File: config.mk
export PLATFORM = sky130hd
export DESIGN_NAME = gray_sync_decoder_flat
export DESIGN_NICKNAME = d
export VERILOG_FILES = /design/src/rtl/gray_sync_decoder_if.sv /design/src/rtl/gray_sync_decoder.sv /design/src/flat_wrapper.sv
export SDC_FILE = /design/constraint.sdc
export NUM_CORES = 1
export LEC_CHECK = 0
export CORE_ASPECT_RATIO = 0.7
export CORE_UTILIZATION = 44
export CTS_CLUSTER_SIZE = 16
export DETAILED_ROUTE_END_ITERATION = 6
export PLACE_DENSITY_LB_ADDON = 0.25
export REMOVE_ABC_BUFFERS = 1
export SLEW_MARGIN = 20
export SYNTH_ARGS = -nofsm -noshare
export SYNTH_HDL_FRONTEND = slang
export SYNTH_SLANG_ARGS = --single-unit
File: constraint.sdc
create_clock -name clk -period 2.2 [get_ports clk]
set_input_delay 0.22 -clock clk [delete_from_list [all_inputs] [get_ports clk]]
set_output_delay 0.22 -clock clk [all_outputs]
set_load 0.02 [all_outputs]
File: src/rtl/gray_sync_decoder_if.sv
// Bundle between a Gray-count receiver and its user: the asynchronous Gray word
// and enable coming in, plus the decoded and classified results going out.
interface gray_sync_decoder_if #(
    parameter int unsigned WIDTH = 4
);
    logic [WIDTH-1:0] gray_in;
    logic             enable;
    logic [WIDTH-1:0] gray_sync;
    logic [WIDTH-1:0] binary_out;
    logic             valid;
    logic             dir;
    logic             wrap;
    logic             step_err;
    logic             err_sticky;

    modport master (
        output gray_in, enable,
        input  gray_sync, binary_out, valid, dir, wrap, step_err, err_sticky
    );

    modport slave (
        input  gray_in, enable,
        output gray_sync, binary_out, valid, dir, wrap, step_err, err_sticky
    );
endinterface

File: src/rtl/gray_sync_decoder.sv
// Synchronises a Gray-coded count from another clock domain, decodes it to binary
// and classifies every accepted code change as up, down, wrap or multi-bit error.
module gray_sync_decoder #(
    parameter int unsigned WIDTH       = 4,
    parameter int unsigned SYNC_STAGES = 2
) (
    input  logic                 clk,
    input  logic                 rst_n,
    gray_sync_decoder_if.slave   bus
);
    localparam logic [WIDTH-1:0] MAX_CODE = '1;

    logic [SYNC_STAGES-1:0][WIDTH-1:0] sync_q;
    logic [WIDTH-1:0] gray_q;
    logic [WIDTH-1:0] binary_q;
    logic             valid_q;
    logic             dir_q;
    logic             wrap_q;
    logic             step_err_q;
    logic             err_sticky_q;

    logic [WIDTH-1:0] g_s;
    logic [WIDTH-1:0] bin_s;
    logic [WIDTH-1:0] diff;
    logic             changed;
    logic             legal;
    logic             is_up;
    logic             is_wrap;

    function automatic logic [WIDTH-1:0] gray2bin(input logic [WIDTH-1:0] g);
        logic [WIDTH-1:0] b;
        b[WIDTH-1] = g[WIDTH-1];
        for (int i = int'(WIDTH) - 2; i >= 0; i--) begin
            b[i] = b[i+1] ^ g[i];
        end
        return b;
    endfunction

    // Classify the synchronised code against the last accepted one
    always_comb begin
        g_s     = sync_q[SYNC_STAGES-1];
        bin_s   = gray2bin(g_s);
        diff    = g_s ^ gray_q;
        changed = (diff != '0);
        legal   = $onehot(diff);
        is_up   = (bin_s == WIDTH'(binary_q + 1'b1));
        is_wrap = ((binary_q == MAX_CODE) && (bin_s == '0)) ||
                  ((binary_q == '0) && (bin_s == MAX_CODE));
    end

    always_ff @(posedge clk) begin
        if (!rst_n) begin
            sync_q       <= '0;
            gray_q       <= '0;
            binary_q     <= '0;
            valid_q      <= 1'b0;
            dir_q        <= 1'b0;
            wrap_q       <= 1'b0;
            step_err_q   <= 1'b0;
            err_sticky_q <= 1'b0;
        end else begin
            sync_q     <= {sync_q[SYNC_STAGES-2:0], bus.gray_in};
            valid_q    <= 1'b0;
            wrap_q     <= 1'b0;
            step_err_q <= 1'b0;
            // Changes seen while disabled stay pending in g_s until enable returns
            if (bus.enable && changed) begin
                gray_q   <= g_s;
                binary_q <= bin_s;
                valid_q  <= 1'b1;
                if (legal) begin
                    dir_q  <= is_up;
                    wrap_q <= is_wrap;
                end else begin
                    step_err_q   <= 1'b1;
                    err_sticky_q <= 1'b1;
                end
            end
        end
    end

    assign bus.gray_sync  = gray_q;
    assign bus.binary_out = binary_q;
    assign bus.valid      = valid_q;
    assign bus.dir        = dir_q;
    assign bus.wrap       = wrap_q;
    assign bus.step_err   = step_err_q;
    assign bus.err_sticky = err_sticky_q;
endmodule

File: src/flat_wrapper.sv
// flat-port wrapper written by rule: the top's interface ports become plain ports
module gray_sync_decoder_flat 
#(
    parameter int unsigned WIDTH       = 4,
    parameter int unsigned SYNC_STAGES = 2
)
  (clk, rst_n, bus_gray_in, bus_enable, bus_gray_sync, bus_binary_out, bus_valid, bus_dir, bus_wrap, bus_step_err, bus_err_sticky);
  gray_sync_decoder_if #(.WIDTH(WIDTH)) bus_i ();
  input  logic clk;
  input  logic rst_n;
  input wire logic [$bits(bus_i.gray_in)-1:0] bus_gray_in;
  input wire logic [$bits(bus_i.enable)-1:0] bus_enable;
  output wire logic [$bits(bus_i.gray_sync)-1:0] bus_gray_sync;
  output wire logic [$bits(bus_i.binary_out)-1:0] bus_binary_out;
  output wire logic [$bits(bus_i.valid)-1:0] bus_valid;
  output wire logic [$bits(bus_i.dir)-1:0] bus_dir;
  output wire logic [$bits(bus_i.wrap)-1:0] bus_wrap;
  output wire logic [$bits(bus_i.step_err)-1:0] bus_step_err;
  output wire logic [$bits(bus_i.err_sticky)-1:0] bus_err_sticky;
  assign bus_i.gray_in = bus_gray_in;
  assign bus_i.enable = bus_enable;
  assign bus_gray_sync = bus_i.gray_sync;
  assign bus_binary_out = bus_i.binary_out;
  assign bus_valid = bus_i.valid;
  assign bus_dir = bus_i.dir;
  assign bus_wrap = bus_i.wrap;
  assign bus_step_err = bus_i.step_err;
  assign bus_err_sticky = bus_i.err_sticky;
  gray_sync_decoder #(.WIDTH(WIDTH), .SYNC_STAGES(SYNC_STAGES)) u_core (.clk(clk), .rst_n(rst_n), .bus(bus_i));
endmodule
Word-level counts from Yosys, hierarchy flattened
Cells that the tools add are included.
- bits in registers: 21
- input bits: 7
- output and inout bits: 13
- logic and storage cells: 35
- add/sub/neg operators: 4
- eq/ne operators: 4
- multiplexer cells: 2
- bitwise gates (word level): 5
- reduce and logical (&&, ||, !) cells: 11
- operator list (kind ; count):
    == test 4 bit, second input constant ; 2
    logical NOT 4 bit ; 2
    AND reduction 2 bit ; 3
    adder 1 x 1 -> 2 bit ; 2
    adder 4 x 1 -> 4 bit, second input constant ; 1
    == test 4 bit ; 1
    nonzero test 4 bit ; 1
    XOR 4 bit ; 1
    adder 3 bit ; 1
    == test 3 x 1 -> 1 bit, second input constant ; 1
    logical AND 1 bit ; 3
    AND reduction 3 bit ; 1
    XOR 1 bit ; 3
    2-to-1 mux 1 bit ; 2
    logical OR 1 bit ; 1
    inverter 1 bit ; 1

Depth between registers and ports, before layout
Gate-level depths: netlist of the first run.
- word-level depth: 6
- mapped depth: 9
- mapped depth without buffers: 9

Least setup slack after synthesis of the first run
Ideal clock, no wire load.
- kind: flip-flop to flip-flop
- from: reg u_core.binary_q[3] (netlist: u_core.bus.binary_out[3])
- to: reg u_core.dir_q (netlist: u_core.bus.dir)
- library setup time: 0.096 ns
- arrival: 2.297 ns
- data required time: 2.104 ns
- slack: -0.193 ns
- stages on the path, launching flop included: 8
- path buffers: 0
- clock period less this slack: 2.393 ns
- cells stage by stage: dfxtp_1 xor2_2 ha_1 ha_1 fa_1 nor3b_4 nand2_2 o41ai_2
- word-level cells in the longest chain between the ends: 2
- ends and longest elaborated chain (what ; RTL line ; RTL):
    start: declaration ; gray_sync_decoder.sv:15 ; logic [WIDTH-1:0] binary_q;
    start signal: assignment ; gray_sync_decoder.sv:69 ; binary_q <= bin_s;
    adder 4 x 1 -> 4 bit ; gray_sync_decoder.sv:46 ; is_up = (bin_s == WIDTH'(binary_q + 1'b1));
    == test 4 bit ; gray_sync_decoder.sv:46 ;
    end signal: assignment ; gray_sync_decoder.sv:72 ; dir_q <= is_up;
    end: declaration ; gray_sync_decoder.sv:17 ; logic dir_q;
Every way passes these cells.
A chain may end at the register's enable or synchronous reset.

==> flow_summary_export.csv, run 1 <==
group,metric,value,unit
status,status,"finished with violations",
status,violations,"negative setup slack",
place,gp_congestion,0.789,
power_and_ir_drop,vdd_drop_max,0.398,mV
critical_path,crit_type,"flop to flop",
clock_network,cts_hold_buf,0,
drt,ant_nets,0,
yosys,seq_area_frac_synth,0.406,
timing,hold_viol_final,0,
timing,period_share,1.00,
drt,avgRoutedWirePerCell,11.9,um
yosys,async_flop_share,0,
timing,setup_violations,1,
clock_network,root_buffer,"clkbuf_4",
floorplan,io_pins,20,
place,place_hpwl,1.49,mm
yosys,synth_cell_types,27,
yosys,synthCells,100,
run,drv_cap,0,
worst_hold_path,hold_class,"flop to flop",
critical_path,slowest_stage,"fa_1",
clock_network,clock_latency,0.30,ns
grt,grt_pass1_vias,742,
critical_path,end_kind,"flop",
critical_path,r2r_slack,-0.008,ns
yosys,synthFlopType,"dfxtp_1",
floorplan,die_w,58.6,um
grt,grt_overflow,0,
yosys,syn_area,986,um^2
timing,worst_slew_pin_slew,0.320,ns
finish,final_cells,165,
place,place_inst,160,
clock_network,htree_num_levels,1,
drt,vias,769,
grt,grt_use_total,0.177,
critical_path,worstPathMaxFanout,3,
power_and_ir_drop,leakage,0.615,nW
critical_path,r2r_cells,8,
critical_path,cpPeakStageDelay,0.48,ns
finish,final_area,1430,um^2
grt,grt_max_degree,18,
grt,antenna_found_initial,0,
timing,hold_slack,0.447,ns
yosys,synth_top_area_frac,0.406,
yosys,ys_warn_count,0,
yosys,syn_avg_cell_area,9.86,um^2
clock_network,cts_buffers,3,
clock_network,cts_buffer_depth,2,
critical_path,regToRegStartpoint,"u_core.bus.binary_out[3]",
power_and_ir_drop,p_per_area,632,nW/um^2
timing,max_freq,453,MHz
yosys,synth.area.top_cells,"dfxtp_1 (41%), ha_1 (13%), nand2_1 (6.1%)",
floorplan,row_count,13,
clock_network,cts_tree,"yes",
yosys,synth_edf_count,0,
worst_hold_path,holdPathStages,1,
drt,drt-total-wl,1.97,mm
timing,slew_viol_final,0,
worst_hold_path,min_from,"u_core.sync_q[2]",
timing,maxSlewHeadroom,0.786,
place,io_buffers,19,
drt,drtIter0Drc,11,
worst_hold_path,hold_end,"u_core.g_s[2]",
timing,clock-skew-final,0.00221,ns
critical_path,crit_chain,"xor2_2 -> ha_1 -> ha_4 -> fa_1 -> nor3b_4 -> buf_4 -> nor2_2 -> o21a_1",
finish,final_core_util,0.718,
finish,fill_cells,159,
yosys,yosysTopAreaCell,"dfxtp_1",
clock_network,cts_sinks,20,
critical_path,timing.rr.end,"u_core.bus.err_sticky",
drt,viasPerCell,4.66,
clock_network,clk_pin_slew,0.12,ns
critical_path,cp-start-kind,"flop",
yosys,synth.most_common_cell,"dfxtp_1",
critical_path,path_buf_inv,1,
timing,layout_setup_ws,-0.00756,ns
power_and_ir_drop,p_total,0.900,mW
finish,area_delta_synth_final,44.5,%
timing,min_period,2.21,ns
critical_path,critPathRequiredTime,2.41,ns
finish,diodes,0,
floorplan,initial_core_util,0.497,
yosys,ys_top_cells_by_count,"dfxtp_1 (20), nand2_1 (16), ha_1 (10)",
place,dpl-instance-area,1300,um^2
floorplan,die_h,41.6,um
drt,drc_errors,0,
yosys,synth-seq-cells,20,
drt,first_pass_iters,4,
grt,grt_pass1_wl,3.22,mm
finish,drive_gt1_frac,0.274,
floorplan,die_area,2440,um^2
finish,nets,154,
critical_path,crit_arrival,2.42,ns
timing,rsz0062_at_grt,"yes",
floorplan,core_area,1980,um^2
critical_path,critPathTopFamily,"adder cells",
registers in the layout, summed over array words and instances, names as in the netlist:
register and flops:
u_core.bus.wrap 1, u_core.bus.err_sticky 1, u_core.bus.binary_out 4, u_core.bus.valid 1, u_core.bus.dir 1, u_core.bus.step_err 1, u_core.g_s 4, u_core.bus.gray_sync 3
u_core.sync_q 4
kinds of logic (layout without fill, tap and decap cells):
group / after synthesis / in the layout / share of synthesized area
adders and majority gates: 11 / 11 / 0.147
AOI/OAI and AO/OA: 11 / 11 / 0.104
and+or+nand+nor: 38 / 38 / 0.208
xor gates and xnor gates: 9 / 9 / 0.0876
DFF: 20 / 20 / 0.406
buffers and inverters: 11 / 46 / 0.0469
report_power, final:
group	internal (mW)	switching [mW]	total, mW
logic	0.110	0.0944	0.204
clock network	0.184	0.119	0.303
registers	0.380	0.0130	0.393
total	0.674	0.226	0.900
worst register-to-register path: stages (launching register included):
cell and delay, ns:
dfxtp_2 0.35, xor2_2 0.18, ha_1 0.33, ha_4 0.17, fa_1 0.48, nor3b_4 0.25, buf_4 0.16, nor2_2 0.03
o21a_1 0.16
layout make-up:
| class | count | area, um^2 | share of cell area |
|---|---|---|---|
| Sequential cell | 20 | 408 | 0.286 |
| Timing Repair Buffer | 33 | 295 | 0.207 |
| Tap cell | 30 | 37.5 | 0.0263 |
| Inverter | 9 | 33.8 | 0.0237 |
| Clock inverter | 1 | 30.0 | 0.0211 |
| Clock buffer | 3 | 22.5 | 0.0158 |
| Multi-Input combinational cell | 69 | 598 | 0.420 |
cells in the final DEF (no fill, tap or decap), types with 3 or more instances in the layout:
cell type,n
nand2_1,16
and2_1,8
xor2_1,3
clkdlybuf4s50_1,19
dfxtp_1,14
xnor2_1,3
ha_1,8
a21boi_0,6
buf_4,14
dfxtp_2,6
inv_1,9
clkbuf_4,3
routing by layer:
layer,up-vias,global-route usage,share of wire
li1,392,-,-
met1,359,0.227,0.46
met2,18,0.297,0.50
met3,0,0.0561,0.038
met4,0,0.0286,0
met5,-,0,0
through the flow:
step                setup slack, ns  TNS (ns)
global placement            0.00468         0
global route                -0.0937    -0.227
CTS                         -0.0163   -0.0273
finish                     -0.00756  -0.00756
floorplan                    -0.317    -0.597
detailed placement          -0.0657   -0.0978
worst max path at each step:
stage,from,cells after the start,endpoint,slack [ns]
6_report,u_core.bus.binary_out[3],8,u_core.bus.err_sticky,-0.008
3_5_place_dp,u_core.g_s[1],8,u_core.bus.dir,-0.07
2_1_floorplan,u_core.bus.binary_out[3],7,u_core.bus.dir,-0.32
5_1_grt,u_core.bus.binary_out[3],8,u_core.bus.err_sticky,-0.09
4_1_cts,u_core.bus.gray_sync[1],10,u_core.bus.dir,-0.02
3_3_place_gp,u_core.g_s[1],8,u_core.bus.dir,0.005
repair_timing:
| item | CTS | global route |
|---|---|---|
| buffers inserted | 0 | 1 |
| hold endpoints to repair | 0 | 0 |
| endpoints found under the setup margin | 2 | 3 |
| gates resized for setup | 5 | 9 |
| pin swaps | 5 | 6 |
(Power assumes the default switching activity.)
==> run 2, diff against run 1 <==
--- a/config.mk
+++ b/config.mk
@@ -5,8 +5,10 @@
 export SDC_FILE = /design/constraint.sdc
 export NUM_CORES = 1
 export LEC_CHECK = 0
+export CELL_PAD_IN_SITES_DETAIL_PLACEMENT = 0
+export CELL_PAD_IN_SITES_GLOBAL_PLACEMENT = 1
 export CORE_ASPECT_RATIO = 0.7
-export CORE_UTILIZATION = 44
+export CORE_UTILIZATION = 34
 export CTS_CLUSTER_SIZE = 16
 export DETAILED_ROUTE_END_ITERATION = 6
 export PLACE_DENSITY_LB_ADDON = 0.25
==> run 2 against run 1 <==
The flow now finishes without violations; sequential cell count is the same; via count down 1.8%; combinational power decreased by 5%; largest cell class unchanged.
==> flow_summary_export.csv, run 2 (synthesized netlist as in run 1, its figures left out) <==
group,metric,value,unit
status,status,"completed",
timing,setup_violations,0,
finish,layout_commonest_cell,"clkdlybuf4s50_1",
place,place_hpwl,1.45,mm
drt,drtIter0Drc,30,
timing,min_period,2.20,ns
clock_network,cts_tree,"yes",
critical_path,end_kind,"flop",
power_and_ir_drop,p_sw_frac,0.239,
timing,clock-skew-final,0.00293,ns
clock_network,root_buffer,"clkbuf_8",
grt,grt_overflow,0,
timing,slew_viol_final,0,
clock_network,clk_pin_slew,0.08,ns
clock_network,clock_latency,0.26,ns
floorplan,core_area,2610,um^2
clock_network,htree_num_levels,1,
grt,grt_pass1_wl,3.11,mm
power_and_ir_drop,seq_power_share,0.411,
floorplan,die_area,3120,um^2
drt,avgRoutedWirePerCell,11.4,um
finish,drive_gt1_frac,0.272,
power_and_ir_drop,clockPowerShare,0.386,
floorplan,die_w,66.4,um
finish,area_delta_synth_final,45.1,%
drt,drc_errors,0,
drt,ant_nets,0,
place,io_buffers,19,
timing,hold_viol_final,0,
power_and_ir_drop,p_per_area,668,nW/um^2
finish,final_area,1430,um^2
finish,diodes,0,
drt,viasPerCell,4.44,
power_and_ir_drop,pwr-share-comb,0.202,
finish,layout.cells.most_common_list,"clkdlybuf4s50_1 (19), dfxtp_1 (16), nand2_1 (15), buf_4 (14)",
clock_network,cts_hold_buf,0,
worst_hold_path,hold_end,"u_core.g_s[2]",
finish,fill_cells,241,
power_and_ir_drop,vdd_drop_max,0.315,mV
critical_path,cpPeakStageDelay,0.47,ns
run,drv_cap,0,
drt,vias,755,
critical_path,timing.rr.end,"u_core.bus.err_sticky",
grt,grt_pass1_vias,685,
critical_path,crit_type,"flop to flop",
floorplan,die_h,47.1,um
power_and_ir_drop,p_switching,0.229,mW
timing,rsz0062_at_grt,"yes",
floorplan,io_pins,20,
floorplan,row_count,15,
drt,drt-total-wl,1.94,mm
finish,nets,155,
critical_path,cp-start-kind,"flop",
power_and_ir_drop,internal_power,0.726,mW
place,dpl-instance-area,1300,um^2
floorplan,initial_core_util,0.378,
critical_path,r2r_slack,0.001,ns
clock_network,cts_buffers,3,
critical_path,critPathRequiredTime,2.36,ns
place,gp_congestion,0.791,
worst_hold_path,hold_class,"flop to flop",
critical_path,crit_arrival,2.36,ns
timing,maxSlewHeadroom,0.804,
drt,first_pass_iters,4,
grt,grt_max_degree,18,
worst_hold_path,min_from,"u_core.sync_q[2]",
timing,hold_slack,0.435,ns
grt,antenna_found_initial,0,
timing,period_share,0.999,
critical_path,path_buf_inv,1,
grt,grt_use_total,0.142,
critical_path,r2r_cells,8,
critical_path,worstPathMaxFanout,3,
clock_network,cts_sinks,20,
clock_network,cts_buffer_depth,2,
critical_path,critPathTopFamily,"adder cells",
timing,worst_slew_pin_slew,0.293,ns
critical_path,regToRegStartpoint,"u_core.g_s[3]",
power_and_ir_drop,leakage,0.626,nW
critical_path,slowest_stage,"fa_1",
timing,max_freq,455,MHz
worst_hold_path,holdPathStages,1,
critical_path,crit_chain,"xor2_2 -> ha_1 -> ha_2 -> fa_1 -> nor3b_4 -> buf_4 -> nor2_2 -> o21a_1",
## run 2: cell types whose count changed in the layout (fill, tap and decap cells not counted), moves of 2 or more
cell	previous run	this run
dfxtp_2	6	4
dfxtp_1	14	16
clkbuf_8	0	3
clkbuf_4	3	0
ha_4	2	0
## run 2: stage by stage
| stage | power, mW | std cells | utilization | TNS (ns) | worst slack [ns] |
|---|---|---|---|---|---|
| final | 0.955 | 170 | 0.548 | 0 | 0.00126 |
| after global placement | 0.578 | 163 | 0.497 | -0.0381 | -0.0316 |
| after floorplan | 0.503 | 98 | - | -0.597 | -0.317 |
| after global routing | 1.00 | 170 | 0.548 | -0.205 | -0.0868 |
| after CTS | 0.961 | 169 | 0.532 | -0.0406 | -0.0223 |
| after detailed placement | 0.580 | 163 | 0.497 | -0.128 | -0.0819 |
## run 2: worst register-to-register path: stages (launching register included)
cell and delay [ns]:
dfxtp_1 0.37, xor2_2 0.20, ha_1 0.27, ha_2 0.19, fa_1 0.47, nor3b_4 0.26, buf_4 0.16, nor2_2 0.03
o21a_1 0.16
## run 2: cell type report
type | instances | area, um^2 | area share
Clock buffer | 3 | 41.3 | 0.0289
Sequential cell | 20 | 405 | 0.283
Tap cell | 34 | 42.5 | 0.0297
Timing Repair Buffer | 34 | 307 | 0.214
Multi-Input combinational cell | 69 | 571 | 0.399
Inverter | 9 | 33.8 | 0.0236
Clock inverter | 1 | 30.0 | 0.0210
## run 2: metal layers
metal	track usage	up-vias	share of wire
met5	0	-	0
met4	0.0511	0	0.011
met3	0.0510	4	0.043
met2	0.239	17	0.48
met1	0.173	345	0.46
li1	-	389	-
## run 2: worst max path at each step
stage / startpoint / to / slack (ns) / cells past startpoint
after floorplan: u_core.bus.binary_out[3] / u_core.bus.dir / -0.32 / 7
after global placement: u_core.g_s[1] / u_core.bus.dir / -0.03 / 8
after detailed placement: u_core.g_s[1] / u_core.bus.dir / -0.08 / 8
after CTS: u_core.bus.gray_sync[1] / u_core.bus.dir / -0.02 / 10
after global routing: u_core.g_s[3] / u_core.bus.dir / -0.09 / 9
final: u_core.g_s[3] / u_core.bus.err_sticky / 0.001 / 8
## run 2: what timing repair did
item	CTS	global route
pin swaps	6	5
setup endpoints to repair	2	3
buffers inserted	2	1
resized for setup	4	8
gates cloned	0	0
## run 2: power groups by stage
stage	clock, mW	combinational, mW	sequential (mW)
6_report	0.369	0.193	0.393
5_1_grt	0.396	0.213	0.395
4_1_cts	0.381	0.188	0.392
3_5_place_dp	0	0.180	0.400
3_3_place_gp	0	0.178	0.399
2_1_floorplan	0	0.0894	0.414
